**src/rtl/reset_seq_pkg.sv**
```systemverilog
// Shared types and width helpers for the reset sequencer.
package reset_seq_pkg;

    // Sequencer FSM states
    typedef enum logic [1:0] {
        HOLD      = 2'd0,
        WAIT_LOCK = 2'd1,
        RELEASE   = 2'd2,
        RUN       = 2'd3
    } reset_seq_state_e;

    // Lock-loss status counter width and saturation value
    localparam int         RELOCK_W   = 8;
    localparam logic [7:0] RELOCK_MAX = 8'hFF;

    // Width of a counter that holds 0..n-1; never narrower than one bit
    function automatic int clog2_min1(input int n);
        return (n <= 2) ? 1 : $clog2(n);
    endfunction

endpackage

```
**src/rtl/reset_sequencer_cdc_bit_sync.sv**
```systemverilog
// Single-bit synchronizer: SYNC_STAGE flop chain, clears to 0 on reset.
module cdc_bit_sync #(
    parameter int SYNC_STAGE = 3
) (
    input  logic clk_i,
    input  logic rst_i,
    input  logic d_i,
    output logic q_o
);

    (* ASYNC_REG = "TRUE" *) logic [SYNC_STAGE-1:0] sync_q;

    // Shift the asynchronous input through the chain
    always_ff @(posedge clk_i or posedge rst_i) begin
        if (rst_i) sync_q <= '0;
        else       sync_q <= {sync_q[SYNC_STAGE-2:0], d_i};
    end

    assign q_o = sync_q[SYNC_STAGE-1];

endmodule

```
**src/rtl/reset_sequencer.sv**
```systemverilog
// Ordered reset release for one clock domain. Waits for a filtered MMCM lock,
// then drops stage_reset[0], [1], ... one HOLD_CYCLES gap apart.
// Optional status counter: define RESET_SEQ_STATUS_EN to add relock_count.
module reset_sequencer
    import reset_seq_pkg::*;
#(
    parameter int NUM_STAGES  = 3,
    parameter int HOLD_CYCLES = 16,
    parameter int LOCK_FILTER = 8,
    parameter int SYNC_STAGE  = 3
) (
    input  logic                  clk,
    input  logic                  async_reset,
    input  logic                  mmcm_locked,
    input  logic                  soft_reset_req,
    output logic [NUM_STAGES-1:0] stage_reset,
    output logic                  all_released
`ifdef RESET_SEQ_STATUS_EN
    ,
    output logic [RELOCK_W-1:0]   relock_count
`endif
);

    localparam int TIMER_W = clog2_min1(HOLD_CYCLES);
    localparam int FILT_W  = clog2_min1(LOCK_FILTER);
    localparam int IDX_W   = clog2_min1(NUM_STAGES);

    localparam logic [TIMER_W-1:0]    TIMER_LAST = TIMER_W'(HOLD_CYCLES - 1);
    localparam logic [FILT_W-1:0]     FILT_LAST  = FILT_W'(LOCK_FILTER - 1);
    localparam logic [IDX_W-1:0]      IDX_LAST   = IDX_W'(NUM_STAGES - 1);
    localparam logic [NUM_STAGES-1:0] STAGE_ONE  = NUM_STAGES'(1);

    logic [SYNC_STAGE-1:0] rst_sync_q;
    logic                  rst_int;
    logic                  lock_s;

    reset_seq_state_e      state_q, state_d;
    logic [FILT_W-1:0]     filt_q,  filt_d;
    logic [TIMER_W-1:0]    timer_q, timer_d;
    logic [IDX_W-1:0]      idx_q,   idx_d;
    logic [NUM_STAGES-1:0] stage_q, stage_d;
    logic                  all_q,   all_d;

`ifdef RESET_SEQ_STATUS_EN
    logic                  relock_inc;
    logic [RELOCK_W-1:0]   relock_q, relock_d;
`endif

    // Internal reset: asserts with async_reset, releases after SYNC_STAGE edges.
    // Everything below uses rst_int, so async_reset still takes effect with no clock.
    always_ff @(posedge clk or posedge async_reset) begin
        if (async_reset) rst_sync_q <= '1;
        else             rst_sync_q <= {rst_sync_q[SYNC_STAGE-2:0], 1'b0};
    end

    assign rst_int = rst_sync_q[SYNC_STAGE-1];

    // The lock synchronizer is reset by the raw input so it fills while the
    // internal reset is still draining; best-case release then needs no extra wait.
    cdc_bit_sync #(
        .SYNC_STAGE (SYNC_STAGE)
    ) u_lock_sync (
        .clk_i (clk),
        .rst_i (async_reset),
        .d_i   (mmcm_locked),
        .q_o   (lock_s)
    );

    // Next-state logic: lock filter, release timer/index, restart on lock loss or soft request
    always_comb begin
        state_d = state_q;
        filt_d  = filt_q;
        timer_d = timer_q;
        idx_d   = idx_q;
        stage_d = stage_q;
        all_d   = all_q;
`ifdef RESET_SEQ_STATUS_EN
        relock_inc = 1'b0;
`endif
        unique case (state_q)
            HOLD: begin
                state_d = WAIT_LOCK;
            end
            WAIT_LOCK: begin
                if (!lock_s) begin
                    filt_d = '0;
                end else if (filt_q == FILT_LAST) begin
                    state_d = RELEASE;
                    filt_d  = '0;
                    timer_d = '0;
                    idx_d   = '0;
                end else begin
                    filt_d = filt_q + 1'b1;
                end
            end
            RELEASE, RUN: begin
                if (!lock_s || soft_reset_req) begin
                    // Full restart; lock loss wins when both happen together
                    state_d = WAIT_LOCK;
                    filt_d  = '0;
                    timer_d = '0;
                    idx_d   = '0;
                    stage_d = '1;
                    all_d   = 1'b0;
`ifdef RESET_SEQ_STATUS_EN
                    relock_inc = !lock_s;
`endif
                end else if (state_q == RELEASE) begin
                    if (timer_q == TIMER_LAST) begin
                        timer_d = '0;
                        stage_d = stage_q & ~(STAGE_ONE << idx_q);
                        if (idx_q == IDX_LAST) begin
                            state_d = RUN;
                            all_d   = 1'b1;
                        end else begin
                            idx_d = idx_q + 1'b1;
                        end
                    end else begin
                        timer_d = timer_q + 1'b1;
                    end
                end
            end
            default: begin
                state_d = HOLD;
            end
        endcase
    end

    // Sequencer registers, held in HOLD with all stages in reset
    always_ff @(posedge clk or posedge rst_int) begin
        if (rst_int) begin
            state_q <= HOLD;
            filt_q  <= '0;
            timer_q <= '0;
            idx_q   <= '0;
            stage_q <= '1;
            all_q   <= 1'b0;
        end else begin
            state_q <= state_d;
            filt_q  <= filt_d;
            timer_q <= timer_d;
            idx_q   <= idx_d;
            stage_q <= stage_d;
            all_q   <= all_d;
        end
    end

    assign stage_reset  = stage_q;
    assign all_released = all_q;

`ifdef RESET_SEQ_STATUS_EN
    // Saturating count of lock losses seen while releasing or running
    always_comb begin
        relock_d = relock_q;
        if (relock_inc && (relock_q != RELOCK_MAX)) relock_d = relock_q + 1'b1;
    end

    // Status counter; only a hard reset clears it
    always_ff @(posedge clk or posedge rst_int) begin
        if (rst_int) relock_q <= '0;
        else         relock_q <= relock_d;
    end

    assign relock_count = relock_q;
`endif

endmodule
```
**config.mk**
```make
export PLATFORM = sky130hd
export DESIGN_NAME = reset_sequencer
export DESIGN_NICKNAME = d
export VERILOG_FILES = /design/src/rtl/reset_seq_pkg.sv /design/src/rtl/reset_sequencer_cdc_bit_sync.sv /design/src/rtl/reset_sequencer.sv
export SDC_FILE = /design/constraint.sdc
export NUM_CORES = 1
export LEC_CHECK = 0
export CAP_MARGIN = 25
export CORE_MARGIN = 10
export CORE_UTILIZATION = 50
export DETAILED_ROUTE_END_ITERATION = 12
export GPL_TIMING_DRIVEN = 0
export PLACE_DENSITY = 0.73
export SYNTH_ARGS = -nofsm -noshare
export SYNTH_HDL_FRONTEND = slang
export SYNTH_SLANG_ARGS = --single-unit
```
**constraint.sdc**
```tcl
create_clock -name clk -period 0.8 [get_ports clk]
set_clock_uncertainty 0.15 [all_clocks]
set_input_delay 0.16 -clock clk [delete_from_list [all_inputs] [get_ports clk]]
set_output_delay 0.16 -clock clk [all_outputs]
set_load 0.01 [all_outputs]
```
==> key figures, run 1 <==
Status
  – Run status: finished with violations
  – Failing checks: hold timing, setup timing

Placed design
  – PortBufs: 7
  – Placed insts: 124
  – Final Wtd Congestion: 0.835
  – HPWL Detailed: 1.35 mm

Routing
  – Drt wl/cell: 14.0 µm
  – DRC viols: 0
  – Post-route ant nets: 0
  – Vias per inst: 5.27
  – Via count: 727
  – Number of iterations in the first detailed-routing pass: 5
  – Routed WL: 1.93 mm
  – Starting DRT DRC Count: 26

Run
  – Number of max-cap violations: 0

Cells and area
  – Area Growth Syn to Fin: 29.5%
  – Final Net Count: 122
  – Non-filler instance count after layout: 138
  – Multi-input logic area: 495 µm²
  – Fill cell count: 157
  – Register area: 534 µm²
  – N_diodes: 0
  – Ratio of cells with drive above 1 in the final layout: 0.423

Synth
  – Async set-reset flop share out of synthesis: 1.00
  – Number of flops mapped to enable cells by yosys: 0
  – Synth Warn #: 0
  – Sequential fraction of the synthesis area: 0.537
  – Synthesized flop and latch total: 21
  – Synth area leader: dfrtp_1
  – Mean Syn Cell Area: 11.0 µm²
  – Syn_nets: 100
  – Unique masters post-synth: 31
  – Leading post-synthesis cells by cell area: dfrtp_1 (38%), dfstp_2 (16%), ha_1 (7.6%), a21oi_1 (3.0%), nand2_1 (3.0%)
  – Synth Instances: 90
  – Post-synth top area share: 0.378
  – Mapped cell area: 993 µm²
  – Top_reg_cell synth: dfrtp_1

Die
  – Die height: 64.6 µm
  – Die Wd: 64.6 µm
  – Initial Util: 0.517
  – Core box area: 0.00192 mm²
  – Die ar.: 0.00417 mm²
  – IO Pins: 8
  – # rows: 16

Setup path
  – R2r setup slk: -910 ps
  – Critical path class: flop to flop
  – Crit. End Element: flop
  – Critical Path Fanout Max: 3
  – Critical Path RT: 850 ps
  – RR Startpoint: filt_q[1]
  – CP startpoint kind: flop
  – Reg2reg end: idx_q[0]
  – Worst r2r path cells: 6
  – Worst setup path start: filt_q[1]
  – CP arrival: 1760 ps

Clocking
  – Root Buffer: clkbuf_4
  – CTS Buffer Depth: 2
  – TritonCTS Sinks: 21
  – H-tree depth: 1
  – TritonCTS clock tree: built
  – CTS buffer count: 3
  – Clk slew on worst S/H paths: 110 ps
  – Clk_lat worst skew: 300 ps

Power and ir drop
  – Logic pwr share: 0.132
  – Switch share: 0.243
  – Pwr Total: 1.99 mW
  – Clock power share: 0.255
  – Leak: 0.597 nW
  – VDD IR max: 0.00133 V
  – Pwr dens: 1550 mW/mm²
  – Switching power: 485 µW
  – Internal power: 1.51 mW
  – Sequential Power Share: 0.612

GRT
  – Vias in the first global route: 701
  – First-pass GRT wire length: 3.15 mm
  – Largest net degree at the start of global routing: 16
  – Initial antenna violation count: 0
  – Total track usage: 0.0962
  – GRT Residual Overflow: 0

Timing
  – FMAX: 0.585 GHz
  – Hold_ws: -90.6 ps
  – Final hold viol count: 3
  – Crit path time final: 1710 ps
  – RSZ-0062 raised after global routing: yes
  – Final setup fails: 19
  – Final Worst Setup Slack: -909 ps
  – Tcrit/Tclk final: 2.14
  – Slew Viols, Final: 0

Worst hold path
  – Hold Crit Class: input pin to asynchronous set/reset pin
critical path: stages, from the launching register on:
cell and delay, ps:
dfrtp_1 400, ha_2 200, ha_4 180, a31oi_4 190, nor3_4 60, a211o_1 250, a22o_1 190
cells in the final DEF (no fill, tap or decap), drive strengths merged, types with 4 or more instances in the layout:
cell type,netlist,layout
buf,2,16
a21o,4,4
ha,6,6
a21oi,6,6
and2b,4,4
inv,7,6
o21ai,5,5
nand2,8,8
dfrtp,15,15
clkbuf,0,4
dfstp,6,6
state kept, by name (all words and copies together) (netlist names):
signal / cells
stage_reset: 3
u_lock_sync.sync_q: 3
state_q: 2
idx_q: 2
timer_q: 4
filt_q: 3
all_released: 1
rst_sync_q: 3
Yosys cell counts, types with 2 or more instances:
cell	count
nand3_1	3
o41ai_1	2
buf_6	2
and2b_2	3
and2_1	2
dfstp_2	6
a211o_1	2
dfrtp_1	15
nor2b_1	2
nor3_1	2
a21o_1	3
nor2_1	3
ha_1	6
a21oi_1	6
nand2_1	8
inv_1	7
o21ai_0	4
power groups by stage:
| stage | combinational (mW) | clock [mW] | sequential (mW) |
|---|---|---|---|
| 2_1_floorplan | 0.109 | 0 | 1.24 |
| 3_3_place_gp | 0.225 | 0 | 1.23 |
| 3_5_place_dp | 0.232 | 0 | 1.24 |
| 4_1_cts | 0.249 | 0.521 | 1.22 |
| 5_1_grt | 0.286 | 0.569 | 1.23 |
| 6_report | 0.264 | 0.509 | 1.22 |
per-stage QoR:
stage	utilization	area (µm²)	TNS, ps	hold WS [ps]	setup WS, ps
4_1_cts	0.647	1240	-12510	-91.8	-938
2_1_floorplan	-	1050	-8560	-201	-834
3_5_place_dp	0.601	1150	-14810	185	-961
6_report	0.669	1290	-12490	-90.6	-909
5_1_grt	0.669	1290	-13440	-84.6	-956
3_3_place_gp	0.601	1150	-13990	173	-910
logic make-up after synthesis:
| family | Yosys count | synth area share |
|---|---|---|
| flops | 21 | 0.537 |
| buf+inv | 9 | 0.0491 |
| other cells | 1 | 0.00377 |
| simple gates | 27 | 0.150 |
| fa+ha+maj | 6 | 0.0756 |
| compound gates | 25 | 0.176 |
| xor+xnor | 1 | 0.00882 |
layout make-up:
class | count | share of cell area
buffer | 2 | 0.0175
inverter | 7 | 0.0233
multi-input combinational | 60 | 0.385
clock buffer | 4 | 0.0204
timing repair buffer | 17 | 0.112
sequential | 21 | 0.415
tap | 27 | 0.0263
metal layers:
layer | global-route usage | part of all wire | up-vias
met3 | 0.0258 | 0.028 | 5
met2 | 0.165 | 0.51 | 13
li1 | - | - | 351
met1 | 0.107 | 0.45 | 358
met4 | 0.0481 | 0.011 | 0
met5 | 0 | 0 | -
how the worst max path moves through the flow:
stage | depth (start not counted) | slack, ps | to
2_1_floorplan | 6 | -830 | idx_q[0]
3_3_place_gp | 6 | -910 | idx_q[0]
3_5_place_dp | 6 | -960 | idx_q[0]
4_1_cts | 6 | -940 | idx_q[0]
5_1_grt | 6 | -960 | idx_q[0]
6_report | 6 | -910 | idx_q[0]
timing repair:
item                                    in CTS  in global routing
pin swaps                                    2                  4
endpoints found under the hold margin        3                  3
resized for setup                           22                  5
endpoints found under the setup margin      34                 19
setup buffers                                7                  3
Power figures use the tool's default switching activity.
==> inputs of run 2 (changes only) <==
--- a/config.mk
+++ b/config.mk
@@ -11,6 +11,7 @@
 export DETAILED_ROUTE_END_ITERATION = 12
 export GPL_TIMING_DRIVEN = 0
 export PLACE_DENSITY = 0.73
+export SETUP_SLACK_MARGIN = 0.3
 export SYNTH_ARGS = -nofsm -noshare
 export SYNTH_HDL_FRONTEND = slang
 export SYNTH_SLANG_ARGS = --single-unit
==> run 2 against run 1 <==
Compared with the run above: the run still ends with hold timing, setup timing left; register-to-register slack is essentially flat; final cell count grew 6.5%; sequential share of layout area shrank 4.4 points; sequential power is essentially flat; critical path type unchanged; maximum frequency grew 0.46%; first-iteration DRC count shrank 19%; sequential cell count is the same; clock power is essentially flat; via count grew 5.9%; clock-buffer cell count shrank 1.
==> key figures, run 2 (synthesis gave the netlist of run 1 again) <==
Timing
  – Slew Viols, Final: 0 (unchanged)
  – FMAX: 0.588 GHz (+0.46%)
  – Hold_ws: -78.0 ps (+12.6 ps)
  – Crit path time final: 1700 ps (-7.88 ps)
  – Tcrit/Tclk final: 2.13 (-0.00985)
  – Final Worst Setup Slack: -901 ps (+7.88 ps)
  – Setup TNS: -12610 ps (-112 ps)
  – Final setup fails: 19 (unchanged)
  – Final hold viol count: 4 (+1)
  – RSZ-0062 raised after global routing: yes

Setup path
  – CP max-delay cell: dfrtp_1
  – Crit-path cells: ha_2 -> ha_4 -> a31oi_4 -> nor3_4 -> a211o_1 -> a22o_1
  – Critical Path Fanout Max: 3 (unchanged)
  – CP startpoint kind: flop
  – Critical path class: flop to flop
  – Worst r2r path cells: 6 (unchanged)
  – Worst Path Buf+Inv: 0 (unchanged)
  – Critical Path RT: 850 ps (about the same)
  – CP arrival: 1750 ps (about the same)
  – Worst Setup EP: idx_q[0]
  – Worst setup path start: filt_q[1]
  – Crit. End Element: flop
  – R2r setup slk: -900 ps (about the same)
  – Reg2reg end: idx_q[0]
  – Top delay family on crit path: compound AO/OA/AOI/OAI gates
  – Crit path largest cell delay: 400 ps (about the same)
  – Crit. path cell count: 6 (unchanged)
  – RR Startpoint: filt_q[1]

Die
  – Core box area: 0.00192 mm² (unchanged)
  – Die ar.: 0.00417 mm² (unchanged)
  – Die Wd: 64.6 µm (unchanged)
  – # rows: 16 (unchanged)
  – Die height: 64.6 µm (unchanged)
  – IO Pins: 8 (unchanged)
  – Initial Util: 0.517 (unchanged)

GRT
  – Total track usage: 0.105 (+0.00920)
  – Met2 Use GR: 0.181 (+0.0160)
  – First-pass GRT wire length: 3.58 mm (+14%)
  – M1 GR Usage: 0.127 (+0.0193)
  – Vias in the first global route: 780 (+11%)
  – GRT Residual Overflow: 0 (unchanged)
  – Initial antenna violation count: 0 (unchanged)
  – Busiest grt layer: met2
  – Largest net degree at the start of global routing: 13 (-3)
  – Routing usage on met3: 0.0223 (-0.00344)

Cells and area
  – Final Cell Area: 0.00144 mm² (+12%)
  – Final Net Count: 131 (+7.4%)
  – N_diodes: 0 (unchanged)
  – Max reg flops: 4 (unchanged)
  – Final Util: 0.751 (+0.0820)
  – Commonest non-fill, non-tap cell in the layout: buf_4
  – Most frequent cells in the layout: buf_4 (14), dfrtp_1 (12), buf_6 (9)
  – Area Growth Syn to Fin: 45.3%
  – Multi-input logic area: 536 µm² (+8.1%)
  – Fill cell count: 127 (-19%)
  – Register area: 537 µm² (+0.47%)
  – Ratio of cells with drive above 1 in the final layout: 0.567 (+0.143)
  – Biggest register: timer_q

Run
  – Number of max-cap violations: 0 (unchanged)

Power and ir drop
  – VDD IR max: 0.000957 V (-28%)
  – Pwr Total: 2.07 mW (+3.9%)
  – Leak: 0.672 nW (+12%)
  – Pwr dens: 1430 mW/mm² (-7.4%)

Routing
  – Number of iterations in the first detailed-routing pass: 4 (-1)
  – DRC viols: 0 (unchanged)
  – Drt wl/cell: 15.6 µm (+12%)
  – Post-route ant nets: 0 (unchanged)
  – Starting DRT DRC Count: 21 (-19%)
  – Via count: 770 (+5.9%)
  – Vias per inst: 5.24 (-0.57%)
  – Routed WL: 2.29 mm (+19%)

Clocking
  – TritonCTS Sinks: 21 (unchanged)
  – Clk slew on worst S/H paths: 120 ps (about the same)
  – Clk_lat worst skew: 300 ps (about the same)
  – CTS Buffer Depth: 2 (unchanged)
  – H-tree depth: 1 (unchanged)
  – Root Buffer: clkbuf_4
  – TritonCTS clock tree: built
  – CTS buffer count: 3 (unchanged)

Placed design
  – HPWL Detailed: 1.36 mm (+0.15%)
  – Placed Instance Area: 0.00116 mm² (+0.32%)
  – Final Wtd Congestion: 0.802 (-3.9%)
  – Pre-CTS setup slack: -922 ps (+38.6 ps)
  – PortBufs: 7 (unchanged)

Status
  – Failing checks: hold timing, setup timing
  – Run status: finished with violations

Worst hold path
  – Hold Crit Class: input pin to asynchronous set/reset pin
## run 2: cell type report
class | instances | share of cell area
tap | 27 | 0.0234
inverter | 7 | 0.0208
clock buffer | 3 | 0.0156
sequential | 21 | 0.372
timing repair buffer | 26 | 0.179
multi-input combinational | 60 | 0.371
clock inverter | 1 | 0.00347
buffer | 2 | 0.0156
## run 2: stage by stage
step                      instances  hold slack [ps]
after floorplan                  90             -201
after global placement          124             78.7
after detailed placement        124             77.9
after CTS                       138            -91.0
after global routing            147            -82.6
final                           147            -78.0
## run 2: how the worst min path moves through the flow
stage / to / depth (start not counted)
finish: u_lock_sync.sync_q[1] / 2
global route: u_lock_sync.sync_q[0] / 1
CTS: u_lock_sync.sync_q[0] / 2
detailed placement: filt_q[2] / 1
global placement: filt_q[2] / 1
floorplan: u_lock_sync.sync_q[0] / 1
## run 2: where the power goes
group | internal (mW) | leakage [nW] | switching, mW
Combinational | 0.208 | 0.410 | 0.129
Clock | 0.186 | 0.0177 | 0.326
Sequential | 1.16 | 0.244 | 0.0608
Total | 1.56 | 0.672 | 0.515
## run 2: repair_timing
action,4_1_cts,5_1_grt
pin swaps,5,10
gates cloned,1,0
setup endpoints to repair,39,38
setup buffers,9,9
endpoints found under the hold margin,4,4
gates resized for setup,32,14
## run 2: per-layer routing
metal / wire length [µm] / up-vias
met2: 1250 / 6
li1: - / 372
met1: 1000 / 392
met5: 0 / -
met4: 0 / 0
met3: 37 / 0
==> inputs of run 3 (changes only) <==
--- a/config.mk
+++ b/config.mk
@@ -5,6 +5,7 @@
 export SDC_FILE = /design/constraint.sdc
 export NUM_CORES = 1
 export LEC_CHECK = 0
+export ABC_AREA = 0
 export CAP_MARGIN = 25
 export CORE_MARGIN = 10
 export CORE_UTILIZATION = 50
==> results of run 3 <==
Final layout, timing and power as in run 2 (identical DEF).
